==> config.mk <==
export PLATFORM = sky130hd
export DESIGN_NAME = muldiv_unit_flat
export DESIGN_NICKNAME = d
export VERILOG_FILES = /design/src/rtl/muldiv_unit_if.sv /design/src/rtl/muldiv_unit.sv /design/src/flat_wrapper.sv
export SDC_FILE = /design/constraint.sdc
export NUM_CORES = 1
export LEC_CHECK = 0
export CAP_MARGIN = 20
export CORE_ASPECT_RATIO = 0.5
export CORE_UTILIZATION = 50
export DETAILED_ROUTE_END_ITERATION = 10
export GPL_ROUTABILITY_DRIVEN = 0
export PLACE_DENSITY = 0.7
export SLEW_MARGIN = 40
export SYNTH_ARGS = -nofsm -noshare
export SYNTH_HDL_FRONTEND = slang
export SYNTH_SLANG_ARGS = --single-unit
==> constraint.sdc <==
create_clock -name clk -period 4.75 [get_ports clk]
set_input_delay 0.475 -clock clk [delete_from_list [all_inputs] [get_ports clk]]
set_output_delay 0.475 -clock clk [all_outputs]
set_load 0.01 [all_outputs]
==> src/rtl/muldiv_unit_if.sv <==
// rtl/muldiv_unit_if.sv - request/response bundle for the iterative M-extension unit
interface muldiv_unit_if #(
    parameter int XLEN = 32
);
    logic            start;
    logic            kill;
    logic [2:0]      funct3;
    logic [XLEN-1:0] srcA;
    logic [XLEN-1:0] srcB;
    logic            busy;
    logic            valid;
    logic [XLEN-1:0] result;

    modport master (
        output start, kill, funct3, srcA, srcB,
        input  busy, valid, result
    );

    modport slave (
        input  start, kill, funct3, srcA, srcB,
        output busy, valid, result
    );
endinterface

==> src/rtl/muldiv_unit.sv <==
// rtl/muldiv_unit.sv - iterative one-bit-per-cycle RISC-V M-extension multiply/divide unit
module muldiv_unit #(
    parameter int XLEN = 32
) (
    input  logic         clk,
    input  logic         rst_n,
    muldiv_unit_if.slave bus
);
    localparam int              CW      = $clog2(XLEN);
    localparam logic [XLEN-1:0] MIN_INT = {1'b1, {(XLEN-1){1'b0}}};

    typedef enum logic [1:0] {
        S_IDLE,
        S_CALC,
        S_FIX,
        S_DONE
    } state_t;

    state_t            state_q, state_d;
    logic [2:0]        op_q, op_d;
    logic              a_neg_q, a_neg_d;
    logic              b_neg_q, b_neg_d;
    // Shared datapath register: multiply keeps {hi, lo} of the product,
    // divide keeps {remainder, dividend/quotient}.
    logic [2*XLEN-1:0] acc_q, acc_d;
    logic [XLEN-1:0]   bmag_q, bmag_d;
    logic [CW-1:0]     cnt_q, cnt_d;
    logic [XLEN-1:0]   result_q, result_d;
    logic              busy_q, busy_d;
    logic              valid_q, valid_d;

    logic              a_signed, b_signed;
    logic              in_a_neg, in_b_neg;
    logic [XLEN-1:0]   a_mag, b_mag;
    logic              div_zero, div_ovf;
    logic [XLEN:0]     add_sum;
    logic [XLEN:0]     shifted;
    logic [XLEN:0]     trial;
    logic [2*XLEN-1:0] prod;
    logic [XLEN-1:0]   quot;
    logic [XLEN-1:0]   rem;

    always_comb begin
        state_d  = state_q;
        op_d     = op_q;
        a_neg_d  = a_neg_q;
        b_neg_d  = b_neg_q;
        acc_d    = acc_q;
        bmag_d   = bmag_q;
        cnt_d    = cnt_q;
        result_d = result_q;

        // Operand decode for a request presented this cycle.
        a_signed = (bus.funct3 == 3'b001) || (bus.funct3 == 3'b010) ||
                   (bus.funct3 == 3'b100) || (bus.funct3 == 3'b110);
        b_signed = (bus.funct3 == 3'b001) || (bus.funct3 == 3'b100) ||
                   (bus.funct3 == 3'b110);
        in_a_neg = a_signed && bus.srcA[XLEN-1];
        in_b_neg = b_signed && bus.srcB[XLEN-1];
        a_mag    = in_a_neg ? -bus.srcA : bus.srcA;
        b_mag    = in_b_neg ? -bus.srcB : bus.srcB;
        div_zero = bus.funct3[2] && (bus.srcB == '0);
        div_ovf  = bus.funct3[2] && !bus.funct3[0] &&
                   (bus.srcA == MIN_INT) && (bus.srcB == '1);

        // Multiply step: conditionally add the multiplicand into the high half;
        // the carry is kept by shifting the XLEN+1-bit sum back into the accumulator.
        add_sum = {1'b0, acc_q[2*XLEN-1:XLEN]} + (acc_q[0] ? {1'b0, bmag_q} : '0);
        // Divide step: bring the next dividend bit into the remainder and trial subtract.
        shifted = {acc_q[2*XLEN-1:XLEN], acc_q[XLEN-1]};
        trial   = shifted - {1'b0, bmag_q};

        prod = (a_neg_q ^ b_neg_q) ? -acc_q : acc_q;
        quot = (a_neg_q ^ b_neg_q) ? -acc_q[XLEN-1:0] : acc_q[XLEN-1:0];
        rem  = a_neg_q ? -acc_q[2*XLEN-1:XLEN] : acc_q[2*XLEN-1:XLEN];

        case (state_q)
            S_IDLE: begin
                if (bus.start && !bus.kill) begin
                    op_d    = bus.funct3;
                    a_neg_d = in_a_neg;
                    b_neg_d = in_b_neg;
                    bmag_d  = b_mag;
                    cnt_d   = CW'(XLEN - 1);
                    if (div_zero) begin
                        result_d = bus.funct3[1] ? bus.srcA : '1;
                        state_d  = S_DONE;
                    end else if (div_ovf) begin
                        result_d = bus.funct3[1] ? '0 : bus.srcA;
                        state_d  = S_DONE;
                    end else begin
                        acc_d   = {{XLEN{1'b0}}, a_mag};
                        state_d = S_CALC;
                    end
                end
            end
            S_CALC: begin
                if (bus.kill) begin
                    state_d = S_IDLE;
                end else begin
                    if (!op_q[2]) begin
                        acc_d = {add_sum, acc_q[XLEN-1:1]};
                    end else if (!trial[XLEN]) begin
                        acc_d = {trial[XLEN-1:0], acc_q[XLEN-2:0], 1'b1};
                    end else begin
                        acc_d = {shifted[XLEN-1:0], acc_q[XLEN-2:0], 1'b0};
                    end
                    cnt_d = cnt_q - 1'b1;
                    if (cnt_q == '0) begin
                        state_d = S_FIX;
                    end
                end
            end
            S_FIX: begin
                if (bus.kill) begin
                    state_d = S_IDLE;
                end else begin
                    case (op_q)
                        3'b000:                 result_d = prod[XLEN-1:0];
                        3'b001, 3'b010, 3'b011: result_d = prod[2*XLEN-1:XLEN];
                        3'b100, 3'b101:         result_d = quot;
                        default:                result_d = rem;
                    endcase
                    state_d = S_DONE;
                end
            end
            S_DONE: begin
                state_d = S_IDLE;
            end
            default: begin
                state_d = S_IDLE;
            end
        endcase
    end

    assign busy_d  = (state_d != S_IDLE);
    assign valid_d = (state_d == S_DONE);

    always_ff @(posedge clk or negedge rst_n) begin
        if (!rst_n) begin
            state_q  <= S_IDLE;
            op_q     <= '0;
            a_neg_q  <= 1'b0;
            b_neg_q  <= 1'b0;
            acc_q    <= '0;
            bmag_q   <= '0;
            cnt_q    <= '0;
            result_q <= '0;
            busy_q   <= 1'b0;
            valid_q  <= 1'b0;
        end else begin
            state_q  <= state_d;
            op_q     <= op_d;
            a_neg_q  <= a_neg_d;
            b_neg_q  <= b_neg_d;
            acc_q    <= acc_d;
            bmag_q   <= bmag_d;
            cnt_q    <= cnt_d;
            result_q <= result_d;
            busy_q   <= busy_d;
            valid_q  <= valid_d;
        end
    end

    assign bus.busy   = busy_q;
    assign bus.valid  = valid_q;
    assign bus.result = result_q;
endmodule
==> src/flat_wrapper.sv <==
// flat-port wrapper written by rule: the top's interface ports become plain ports
module muldiv_unit_flat 
#(
    parameter int XLEN = 32
)
  (clk, rst_n, bus_start, bus_kill, bus_funct3, bus_srcA, bus_srcB, bus_busy, bus_valid, bus_result);
  muldiv_unit_if #(.XLEN(XLEN)) bus_i ();
  input  logic clk;
  input  logic rst_n;
  input wire logic [$bits(bus_i.start)-1:0] bus_start;
  input wire logic [$bits(bus_i.kill)-1:0] bus_kill;
  input wire logic [$bits(bus_i.funct3)-1:0] bus_funct3;
  input wire logic [$bits(bus_i.srcA)-1:0] bus_srcA;
  input wire logic [$bits(bus_i.srcB)-1:0] bus_srcB;
  output wire logic [$bits(bus_i.busy)-1:0] bus_busy;
  output wire logic [$bits(bus_i.valid)-1:0] bus_valid;
  output wire logic [$bits(bus_i.result)-1:0] bus_result;
  assign bus_i.start = bus_start;
  assign bus_i.kill = bus_kill;
  assign bus_i.funct3 = bus_funct3;
  assign bus_i.srcA = bus_srcA;
  assign bus_i.srcB = bus_srcB;
  assign bus_busy = bus_i.busy;
  assign bus_valid = bus_i.valid;
  assign bus_result = bus_i.result;
  muldiv_unit #(.XLEN(XLEN)) u_core (.clk(clk), .rst_n(rst_n), .bus(bus_i));
endmodule
=== Word level (Yosys, flattened, before mapping) ===
Cells that the tools add are included.

* Add/subtract/negate cells: 8
* Equal/unequal tests: 21
* Multiplexer cells: 31
* Bitwise gates (word level): 1
* Reductions and logical operators: 27

{| class="wikitable"
|+ Operators by type and width
! kind !! count
|-
| $mux 64 || 7
|-
| $mux 32 || 11
|-
| $neg 32->32 || 4
|-
| $pmux 64 s2 || 1
|-
| $pmux 32 s3 || 1
|-
| $eq 32x32->1 const B || 2
|-
| $neg 64->64 || 1
|-
| $pmux 32 s2 || 1
|-
| $add 32x33->33 || 1
|-
| $sub 33x32->33 || 1
|-
| $logic_not 32->1 || 1
|-
| $eq 3x3->1 const B || 4
|-
| $mux 2 || 6
|-
| $mux 5 || 2
|-
| $pmux 5 s2 || 1
|-
| $eq 3x2->1 const B || 3
|-
| $ne 2x2->1 const B || 4
|-
| $pmux 2 s4 || 1
|-
| $logic_and 1x1->1 || 7
|-
| $eq 2x2->1 const B || 3
|-
| $eq 3x1->1 const B || 2
|-
| $reduce_bool 2->1 || 3
|-
| $logic_not 5->1 || 1
|-
| $logic_or 1x1->1 || 5
|-
| 14 further kinds || 15
|}

* Bits in registers: 142
* Input port bits: 71
* Output and inout port bits: 34
* Logic and storage cells: 98

=== Longest topological paths before layout ===
* Depth after elaboration: 10
* Gate-level depth with buffers: 14
* Mapped depth without buffers: 13

=== Least setup slack after synthesis ===
Ideal clock, no wire load.

* Path kind: flip-flop to flip-flop
* Start: reg u_core.acc_q[0]
* End: reg u_core.acc_q[63]
* Setup time: 0.130 ns
* Arrival time: 3.259 ns
* Data required time: 4.620 ns
* Path slack: 1.361 ns
* Stages on the path, launching flop included: 14
* Buffers on the path: 1
* Clock period less this slack: 3.389 ns
* Cells stage by stage: dfrtp_1 -> inv_1 -> clkbuf_1 -> nor2_1 -> ha_1 -> o211ai_1 -> a21oi_1 -> a2111oi_0 -> o21ai_0 -> a21oi_1 -> nor2_1 -> a311o_1 -> a221oi_1 -> o41ai_1

* Cells in the longest elaborated chain, start to end: 5

{| class="wikitable"
|+ Ends and longest elaborated chain
! item !! line !! RTL
|-
| start, declared || muldiv_unit.sv:25 || <nowiki>logic [2*XLEN-1:0] acc_q, acc_d;</nowiki>
|-
| start signal, assigned || muldiv_unit.sv:145 || <nowiki>acc_q <= '0;</nowiki>
|-
| start signal, assigned || muldiv_unit.sv:156 || <nowiki>acc_q <= acc_d;</nowiki>
|-
| $mux 32 || muldiv_unit.sv:68 || <nowiki>add_sum = {1'b0, acc_q[2*XLEN-1:XLEN]} + (acc_q[0] ? {1'b0, bmag_q} : '0);</nowiki>
|-
| $add 32x33->33 || muldiv_unit.sv:68 ||
|-
| $mux 64 || muldiv_unit.sv:101 || <nowiki>if (!op_q[2]) begin</nowiki>
|-
| $mux 64 || muldiv_unit.sv:98 || <nowiki>if (bus.kill) begin</nowiki>
|-
| $pmux 64 s2 || muldiv_unit.sv:77 || <nowiki>case (state_q)</nowiki>
|}

No other way between the ends. The select of a mux whose other input is x is not followed.
A chain may end at the register's enable or synchronous reset.

=== Worst setup path after layout ===
* Start: reg u_core.acc_q[31]
* End: reg u_core.acc_q[56]

* Cells in the longest elaborated chain, start to end: 5

{| class="wikitable"
|+ Ends and longest elaborated chain
! item !! line !! RTL
|-
| $sub 33x32->33 || muldiv_unit.sv:71 || <nowiki>trial = shifted - {1'b0, bmag_q};</nowiki>
|-
| $mux 64 || muldiv_unit.sv:103 || <nowiki>end else if (!trial[XLEN]) begin</nowiki>
|-
| $mux 64 || muldiv_unit.sv:101 ||
|-
| $mux 64 || muldiv_unit.sv:98 ||
|-
| $pmux 64 s2 || muldiv_unit.sv:77 ||
|}

No other way between the ends. The select of a mux whose other input is x is not followed.

==> results <==
- The run finished with clean final reports.
- VDD sags by at most 0.309 mV.
- The top-level I/O count is 105.
- The maximum achievable frequency is 253 MHz.
- The leakage power total is 6.84 nW.
- The share of synthesized area in the top cell type comes to 0.246.
- CTS built an H-tree with a depth of 4.
- The worst register-to-register path has a depth of 14.
- The class of the most critical hold timing path is input pin to async pin.
- The area growth from synthesis to final layout is 13.6%.
- After detailed routing, the number of remaining DRC violations is 0.
- Counting every net in the synthesized netlist gives 2,081.
- The slew of the pin with the lowest slew margin is 0.817 ns.
- The total of max-cap violations is 0.
- The reg-to-reg critical path endpoint is u_core.acc_q[56].
- The post-synthesis area per instance is 7.45 um^2.
- The worst setup path is launched from a register.
- The number of placement rows is 43.
- Once the clock tree was built, the setup fixing pass inserted 0 buffers.
- Setup violations remaining at the end of the flow were counted as 0.
- The number of routed nets with antenna violations is 0.
- For met2 alone, demand over resource in global routing was 0.508.
- In this run, post-CTS repair resized a total of 0 instances.
- The CTS tree is yes.
- The met1 capacity usage during global routing is 0.495.
- The total of flip-flops plus latches after synthesis is 142.
- The worst register-to-register path begins at u_core.acc_q[31].
- Measured along the x axis, the die boundary spans 242 um.
- The floorplan step set the die height to 122 um.
- TritonCTS created 17 clock buffers.
- In the synthesized netlist, the number of instances is 1,938.
- The number of hold buffers added after CTS was 0.
- After the last flow step, the layout net total stands at 2,109.
- For this run, the leading register cell type out of synthesis is dfrtp_1.
- The number of instances in the placed design is 2,329.
- The combined area of all synthesized cells is 0.0144 mm^2.
- Of the cells placed in the final design, the portion with a size suffix greater than 1 is 0.0480.
- The detailed router finished its first iteration with 1,885 violations.
- The library cell with the highest instance count after synthesis is nand2_1.
- The count of flip-flops with a built-in enable after synthesis is 0.
- The routing layer with the top usage in global route is met2.
- During synthesis, Yosys emitted a total of 0 warnings.
- The relative max-transition margin is 0.454.
- Across all register-to-register paths, the minimum setup slack is 0.80 ns.
- Clock tree synthesis found a total of 142 sinks.
- In the post-route analysis, the smallest setup slack over all paths is 0.802 ns.
- The largest fanout on the critical path is 29.
- The pin count of the biggest net entering global routing is 84.
- The max-slew violation count is 0.
- The minimum clock period is 3.95 ns.
- The initial core utilization is 0.515.
- The number of antenna violations at the first check in global routing is 0.
- The cell sitting at the root of the clock tree is a clkbuf_16.
- The dominant cell type by area after synthesis is dfrtp_1.
- The worst setup path is captured at a register.
- In this run the tool buffered the top-level ports with 104 buffer cells.
- The share of synthesized registers carrying an async set or reset is 1.00.
- The total overflow reported by the global router is 0.
- The via count is 15,200.
- The half-perimeter wire length after placement is 38,200 um.
- The worst clock skew is 0.0105 ns.
- The number of global-route vias before repair is 13,600.
- The pre-antenna-repair detailed-routing pass consisted of 6 iterations.
- Dividing the detail-routed via count by the number of cells gives 6.43.
- Sorting the synthesized cells by how often they occur yields 244 x nand2_1, 205 x o21ai_0, 157 x a21oi_1, 157 x nor2_1, 142 x dfrtp_1.
- Of the available clock period, the critical path in the final layout requires 0.831.
- The number of hold-slack violations in the final timing report came to 0.
- In this run the power density over the cells is 424 mW/mm^2.
- The clock-pin slew on the worst setup and hold paths is 0.07 ns.
- The detailed-route wire length per cell is 21.5 um.
- The number of different library cells used by synthesis comes to 76.
- The core region is 0.0280 mm^2.
- The number of buffers on the longest clock path is 2.
- The minimum setup slack after placement is 0.641 ns.
- The share of the Yosys chip area taken by registers is 0.246.
- In the global route stage, overall resource usage came out at 0.345.
- By area the synthesized netlist is led by dfrtp_1 25%, o21ai_0 7.1%, nand2_1 6.3%.
- The first global-routing pass estimated 79,000 um of wire.
- The arrival time reported for the critical path endpoint is 4.29 ns.
- The post-layout instance count excluding filler cells is 2,362.
- The die area is 0.0296 mm^2.
- The summed negative setup slack over all endpoints is 0 ns.
- The later-pin clock latency in the skew report is 0.46 ns.
- Data on the critical path is required at its endpoint by 5.09 ns.
- Summed over all layers, the routed wires come to 50,800 um.
- By startpoint and endpoint, the worst setup path is classified as register to register.
- In the global route stage, met3 resource usage came out at 0.0903.
- Setup repair after global routing left no endpoint under its margin.
cell type report:
type	count	area (um^2)
Fill cell	2602	11600
Inverter	65	245
Tap cell	382	478
Antenna cell	1	2.50
Sequential cell	142	3550
Clock buffer	20	457
Clock inverter	12	183
Multi-Input combinational cell	1595	10100
Timing Repair Buffer	145	1370
worst max-delay path: stages (launching register included):
cell	delay, ns
dfrtp_1	0.46
inv_1	0.27
ha_1	0.26
fa_1	0.21
nor2b_1	0.07
o31ai_1	0.41
a31o_2	0.27
nand3_1	0.10
a2111o_1	0.45
nand3_1	0.11
buf_4	0.16
and2_1	0.30
buf_12	0.27
nor2_1	0.09
a221o_1	0.37
power breakdown:
part	switching, W	internal [W]
registers	0.000412	0.00141
logic	0.00225	0.00139
clock network	0.000594	0.000911
flip-flops by register name, summed over array words and instances (netlist names):
register and count:
u_core.bus.result 32, u_core.bus.busy 1, u_core.b_neg_q 1, u_core.bus.valid 1
u_core.a_neg_q 1, u_core.op_q 3, u_core.acc_q 64, u_core.state_q 2
u_core.bmag_q 32, u_core.cnt_q 5
cells in the final DEF, fill, tap and decap left out, drive strengths merged, types with 6 or more instances in the layout:
cell type        n
mux2i           53
nand2          246
o221ai          16
a211oi           8
clkbuf          21
o22ai           11
a31oi           24
nor2           157
and3             7
dfrtp          142
and2            11
a21oi          157
nor2b           14
nand3           34
nor3            34
a22oi           20
inv             66
a21o            25
buf             41
xnor2           95
o211ai          16
or4             18
a221oi          11
nand4           27
or3             17
o21bai          18
o41ai           15
nor4            21
maj3            28
ha              70
o31ai           36
clkdlybuf4s50  103
o21a             6
xor2            85
o21ai          228
nand2b          23
stage by stage:
| stage | hold WS [ns] | util | total power [W] | area [um^2] |
|---|---|---|---|---|
| after floorplan | 0.179 | - | 0.00426 | 14400 |
| after global placement | 0.461 | 0.562 | 0.00529 | 15800 |
| after detailed placement | 0.471 | 0.562 | 0.00532 | 15800 |
| after CTS | 0.108 | 0.585 | 0.00684 | 16400 |
| after global routing | 0.114 | 0.585 | 0.00737 | 16400 |
| final | 0.0336 | 0.586 | 0.00696 | 16400 |
cells by family (layout without fill, tap and decap cells):
logic type / count (synthesis) / count (layout) / synth area share
AO/OA/AOI/OAI: 634 / 634 / 0.270
XOR/XNOR: 180 / 180 / 0.109
adder cells (fa/ha/maj): 100 / 100 / 0.0828
buffers and inverters: 201 / 242 / 0.0551
flip-flops: 142 / 142 / 0.246
multiplexers: 54 / 54 / 0.0375
other: 0 / 1 / 0
AND/OR/NAND/NOR: 627 / 627 / 0.200
layer usage:
layer / vias to the layer above / share of wire
met1: 7092 / 0.44
li1: 7071 / -
met2: 909 / 0.41
met4: 0 / 0.028
met3: 113 / 0.13
met5: - / 0
worst max-delay path by stage:
stage | start | endpoint | slack, ns | cells past startpoint
after global placement | bus_srcA[19] | u_core.bus.result[13] | 0.71 | 10
final | u_core.acc_q[31] | u_core.acc_q[56] | 0.80 | 14
after detailed placement | bus_srcB[10] | u_core.bus.result[17] | 0.64 | 9
after floorplan | u_core.acc_q[0] | u_core.acc_q[63] | 1.36 | 13
after CTS | u_core.acc_q[31] | u_core.acc_q[56] | 0.90 | 14
after global routing | u_core.acc_q[31] | u_core.acc_q[43] | 0.71 | 14
Power figures use the tool's default switching activity.
